==> src/rtl/irq_pending_ctrl.sv <==
// Interrupt pending/mask controller feeding CP0 HWInt[7:2].
// Latches edge or level sources, masks them, and exposes a 16-byte PEND/MASK/ID/EOI window.
module irq_pending_ctrl #(
  parameter logic [31:0] BASE_ADDR = 32'h0000_7F30,
  parameter logic [5:0]  EDGE_SRC  = 6'b000111
) (
  input  logic        clk,
  input  logic        reset,
  input  logic [5:0]  src,
  input  logic [31:0] addr,
  input  logic        we,
  input  logic [31:0] wdata,
  output logic [31:0] rdata,
  output logic [5:0]  hwint,
  output logic        irq_any
);

  typedef enum logic [1:0] {
    REG_PEND = 2'd0,
    REG_MASK = 2'd1,
    REG_ID   = 2'd2,
    REG_EOI  = 2'd3
  } reg_sel_e;

  logic [5:0] pend;
  logic [5:0] mask;
  logic [5:0] src_q;
  logic [5:0] active;
  logic [5:0] set_vec;
  logic [5:0] clr_vec;
  logic [5:0] pend_next;
  logic [5:0] id_onehot;
  logic [2:0] id_idx;
  logic       id_valid;
  logic       hit;
  logic       wr_pend;
  logic       wr_mask;
  logic       wr_eoi;
  reg_sel_e   sel;

  // Byte lanes and upper write-data bits carry no meaning in this window.
  logic unused_bits;
  assign unused_bits = ^{addr[1:0], wdata[31:6]};

  assign hit    = (addr[31:4] == BASE_ADDR[31:4]);
  assign sel    = reg_sel_e'(addr[3:2]);
  assign active = pend & mask;

  assign wr_pend = we && hit && (sel == REG_PEND);
  assign wr_mask = we && hit && (sel == REG_MASK);
  assign wr_eoi  = we && hit && (sel == REG_EOI);

  // Lowest active index wins; scanning downward leaves the lowest hit last.
  always_comb begin
    // NOTE: every always_comb output gets a default first so no path infers a latch.
    id_valid  = 1'b0;
    id_idx    = 3'd0;
    id_onehot = 6'd0;
    for (int i = 5; i >= 0; i--) begin
      if (active[i]) begin
        id_valid  = 1'b1;
        id_idx    = 3'(i);
        id_onehot = 6'd1 << i;
      end
    end
  end

  assign set_vec   = (EDGE_SRC & src & ~src_q) | (~EDGE_SRC & src);
  assign clr_vec   = (wr_pend ? wdata[5:0] : 6'd0) | (wr_eoi ? id_onehot : 6'd0);
  // Set is OR-ed in after the clear so a same-cycle set always survives.
  assign pend_next = (pend & ~clr_vec) | set_vec;

  always_comb begin
    rdata = 32'd0;
    if (hit) begin
      unique case (sel)
        REG_PEND: rdata = {26'd0, pend};
        REG_MASK: rdata = {26'd0, mask};
        REG_ID:   rdata = id_valid ? {1'b1, 28'd0, id_idx} : 32'd0;
        REG_EOI:  rdata = 32'd0;
      endcase
    end
  end

  always_ff @(posedge clk) begin
    // NOTE: non-blocking assignments so every register samples pre-edge values together.
    if (reset) begin
      pend    <= 6'd0;
      mask    <= 6'd0;
      src_q   <= 6'd0;
      hwint   <= 6'd0;
      irq_any <= 1'b0;
    end else begin
      src_q   <= src;
      pend    <= pend_next;
      hwint   <= active;
      irq_any <= |active;
      if (wr_mask) mask <= wdata[5:0];
    end
  end

endmodule

==> config.mk <==
export PLATFORM = sky130hd
export DESIGN_NAME = irq_pending_ctrl
export DESIGN_NICKNAME = d
export VERILOG_FILES = /design/src/rtl/irq_pending_ctrl.sv
export SDC_FILE = /design/constraint.sdc
export NUM_CORES = 1
export LEC_CHECK = 0
export ABC_CLOCK_PERIOD_IN_PS = 1750
export CAP_MARGIN = 0
export CORE_MARGIN = 2
export CORE_UTILIZATION = 33
export DETAILED_ROUTE_END_ITERATION = 7
export PLACE_DENSITY = 0.8
export RECOVER_POWER = 50
export SLEW_MARGIN = 20
export SYNTH_ARGS = -nofsm -noshare
export SYNTH_HDL_FRONTEND = slang
export SYNTH_SLANG_ARGS = --single-unit
==> constraint.sdc <==
create_clock -name clk -period 1.75 [get_ports clk]
set_input_delay 0.175 -clock clk [delete_from_list [all_inputs] [get_ports clk]]
set_output_delay 0.175 -clock clk [all_outputs]
set_load 0.03 [all_outputs]
After elaboration in Yosys (flattened, before gate mapping)
Index checks and enable logic that the tools add are counted.
{"block": "op_classes", "n_eq_ne": 4, "n_mux": 23, "bitwise": 8, "n_reduce_logical": 6}
{"op": "32-bit one-hot mux with 4 select lines", "n": 1}
{"op": "32-bit 2-to-1 mux", "n": 2}
{"op": "6-bit 2-to-1 mux", "n": 8}
{"op": "28-bit by 11-bit == test with 1-bit output, second input constant", "n": 1}
{"op": "3-bit 2-to-1 mux", "n": 6}
{"op": "6-bit bitwise OR", "n": 3}
{"op": "6-bit bitwise AND", "n": 2}
{"op": "6-bit inverter", "n": 2}
{"op": "3-bit by 6-bit bitwise AND with 6-bit output", "n": 1}
{"op": "1-bit 2-to-1 mux", "n": 6}
{"op": "6-bit OR reduction", "n": 1}
{"op": "2-bit == test, second input constant", "n": 2}
{"op": "1-bit logical AND", "n": 4}
{"op": "2-bit by 1-bit == test with 1-bit output, second input constant", "n": 1}
{"op": "2-bit logical NOT", "n": 1}
{"block": "word_totals", "reg_bits": 25, "inputBits": 73, "out_inout_bits": 39, "elab_cells": 46}

Longest topological paths before layout
{"block": "logic_depth", "word_depth": 12, "depth_mapped": 5, "mapped_depth_nobuf": 4}

Worst setup path after synthesis
OpenSTA, ideal clock, no wires.
{"block": "synth_path", "path_type": "input to output", "start": "in addr[20]", "end": "out rdata[0]", "arrival_ns": 1.652, "t_required_ns": 1.575, "setup_slack_ns": -0.077, "path_stages": 5, "path_buffers": 1, "path_cell_list": "nor4_2 -> and3_1 -> buf_6 -> nand2_4 -> a221oi_1"}
{"block": "synth_via", "elab_chain_cells": 2}
{"element": "start: declaration", "line": "10", "text": "input logic [31:0] addr,"}
{"element": "28-bit by 11-bit == test with 1-bit output", "line": "45", "text": "assign hit = (addr[31:4] == BASE_ADDR[31:4]);"}
{"element": "32-bit 2-to-1 mux", "line": "75", "text": "if (hit) begin"}
{"element": "end: declaration", "line": "13", "text": "output logic [31:0] rdata,"}
No other way between the ends.

Final worst setup path
{"block": "layout_path", "start": "in addr[9]", "end": "out rdata[0]"}
Same word-level chain as after synthesis.

==> summary.txt <==
Synthesis
  • Synthesized instance count: between 150 and 200
  • Yosys warns: 0
  • Distinct cells, synth: 40
  • Post-synth design cell area: approximately 1400 µm²
  • EDFF count, synth: 0
  • Asr flop ratio synth: 0%
  • Synth Flop Type: dfxtp_1
  • Register area share after synthesis: between 30% and 40%
  • #FFs+latches synth: 22
  • Syn Area/Cell: 8.38 µm²

Routing
  • ANT nets after route: 0
  • DR WL met3: about 360 µm
  • M1 wire length: about 1300 µm
  • Vias per inst: 4.94
  • DRT Wirelength: about 3600 µm
  • Met2 Routed Length: roughly 1900 µm
  • Wire length per cell: between 10 and 15 µm
  • Via count: 1447
  • Post-route DRC violation count: 0
  • Initial DRC count: 83
  • Highest routed layer: met4
  • DRT Pass-1 Iters: 4

Power
  • Clk pwr share: 31.4%
  • Internal power: 835 µW
  • P_sw: 311 µW
  • Part of the power in combinational logic: around 22%
  • Tot Pwr: 1.15 mW
  • Leakage power: approximately 0.97 nW
  • PD cells: around 520 nW/µm²
  • Seq pwr share: a little under half
  • Peak VDD IR: roughly 0.27 mV
  • Switching portion of total power: 27.2%

STA
  • Setup repair after global routing missed its margin: true
  • Max Slew Vio Count: 0
  • Post-Route Skew: roughly 0.0080 ns
  • Final period util: 101%
  • Setup slack after layout: -0.0149 ns
  • Fmax: 567 MHz
  • Post-layout min period: 1.76 ns
  • Hold Vio Cnt, Final: 0
  • Setup-failing EPs final: 1

CTS
  • Total clock buffers created by CTS: 3
  • Clock Latency Late Sink: roughly 0.26 ns
  • Max H-tree Level: 1
  • CTS clk-pin slew, worst paths: 0.07 ns
  • Root buf cell: clkbuf_8
  • Clock net sink count: 22
  • CTS tree: done
  • Max Buffers Root-to-Sink: 2

Die
  • Die height: 68.5 µm
  • I/O Pins: around 110
  • Die width: between 60 and 70 µm
  • Core footprint: 4000 µm²
  • Die area: 4690 µm²
  • Num rows: 23
  • Initial Utilization: around 34%

Min path
  • Worst hold path class: in -> reg

Global routing
  • Gr ovfl total: 0
  • First-pass GRT wire length: roughly 5500 µm
  • Initial antenna violation count: 0
  • Largest net degree at the start of global routing: 15
  • GR Util All Layers: between 10% and 20%
  • Number of global-route vias before repair: between 1000 and 1500

Finish
  • Share of cells above drive strength 1: 26.7%
  • Most common cell after layout, fill and taps aside: buf_4
  • Ant diodes: 0
  • Area grow syn2layout: 60.4%
  • Final #Nets: roughly 320
  • Final core occ: between 50% and 60%
  • Commonest non-fill, non-tap cells in the layout: 31 x buf_4, 25 x conb_1, 22 x clkdlybuf4s50_1
  • Fillers: about 370
  • Final instance area: roughly 2200 µm²

Setup path
  • Startpoint types: input pin
  • Setup crit end kind: output pin
  • Crit path max fanout: 8
  • Worst Path Required: 1.57 ns
  • Critical path arrival: 1.59 ns
  • Worst Setup Path Type: in -> out

Place
  • Final HPWL DP: between 2000 and 3000 µm
  • Port Buffers: 58
  • Pre-CTS WS: -0.151 ns
  • Post-DP Area: 1970 µm²
  • Routability cong.: slightly below 0.9

Run status
  • Failing checks: setup timing
  • Status: complete, but fails checks

Flow run
  • Max Cap Viol: 0
[cells in the mapped netlist (2+ instances only)]
master	number	area, µm²
and3_1	3	18.8
a21oi_1	13	65.1
buf_2	4	20.0
nand4_1	10	62.6
nand2_1	10	37.5
and4b_1	2	20.0
o21ai_0	7	35.0
clkbuf_1	3	11.3
a22oi_1	3	22.5
nor3_1	5	25.0
nor2_1	14	52.6
dfxtp_1	22	440
nor4_2	3	37.5
buf_4	25	188
mux2i_1	5	50.1
nand2b_1	5	31.3
o31ai_1	3	22.5
nor2b_1	3	18.8
a32oi_1	3	26.3
[timing repair]
item / 4_1_cts / 5_1_grt
endpoints found under the setup margin: 7 / 10
gates resized for setup: 21 / 26
hold buffers: 0 / 0
setup buffers: 10 / 2
pin swaps: 10 / 3
[final timing paths]
check | to | depth (start not counted) | slack [ns] | from
worst max-delay path | rdata[0] | 6 | -0.01 | addr[9]
worst min-delay path | pend[4] | 3 | 0.48 | src[4]
worst max register to register | pend[3] | 4 | 0.36 | pend[1]
worst min register to register | pend[1] | 2 | 0.49 | src_q[1]
[metrics by stage]
step	std cells	setup TNS (ns)	hold WS (ns)
floorplan	188	-0.0107	0.247
global placement	277	-0.829	0.481
detailed placement	277	-0.981	0.490
CTS	291	-0.0600	0.488
global route	293	-0.150	0.506
finish	293	-0.0149	0.484
[state kept, by name, indices dropped and copies added (netlist names)]
register  count
pend          6
mask          6
hwint         6
src_q         3
irq_any       1
[area by class of cell]
type	instances	area (µm²)	area share (%)
multi-input combinational	131	861	39.1
clock buffer	4	55.1	2.50
inverter	1	3.75	0.170
tap	50	62.6	2.84
sequential	22	450	20.4
timing repair buffer	85	771	35.0
[kinds of logic (layout without fill, tap and decap cells)]
| group | Yosys count | after routing | share of synthesized area (%) |
|---|---|---|---|
| multiplexers | 5 | 5 | 3.64 |
| AO/OA/AOI/OAI | 37 | 37 | 17.4 |
| other | 1 | 25 | 0.273 |
| buffers and inverters | 35 | 90 | 18.1 |
| AND/OR/NAND/NOR | 64 | 64 | 28.5 |
| flip-flops | 22 | 22 | 32.1 |
[layer usage]
layer  up-vias  track usage [%]
met4         0             6.50
met5         -                0
met3         5             2.27
met2        91             27.9
li1        702                -
met1       649             17.8
[worst max-delay path, stage by stage]
cell and delay [ns]:
clkdlybuf4s50_1 0.45, and4b_1 0.22, and4_4 0.28, nand2_8 0.09
a221oi_4 0.21, buf_6 0.17
[power by group through the flow]
stage          Sequential [mW]  Clock (mW)  Combinational [mW]
2_1_floorplan            0.535           0               0.169
3_3_place_gp             0.538           0               0.253
3_5_place_dp             0.539           0               0.255
4_1_cts                  0.528       0.368               0.253
5_1_grt                  0.532       0.387               0.275
6_report                 0.531       0.359               0.256
(Power assumes the default switching activity.)
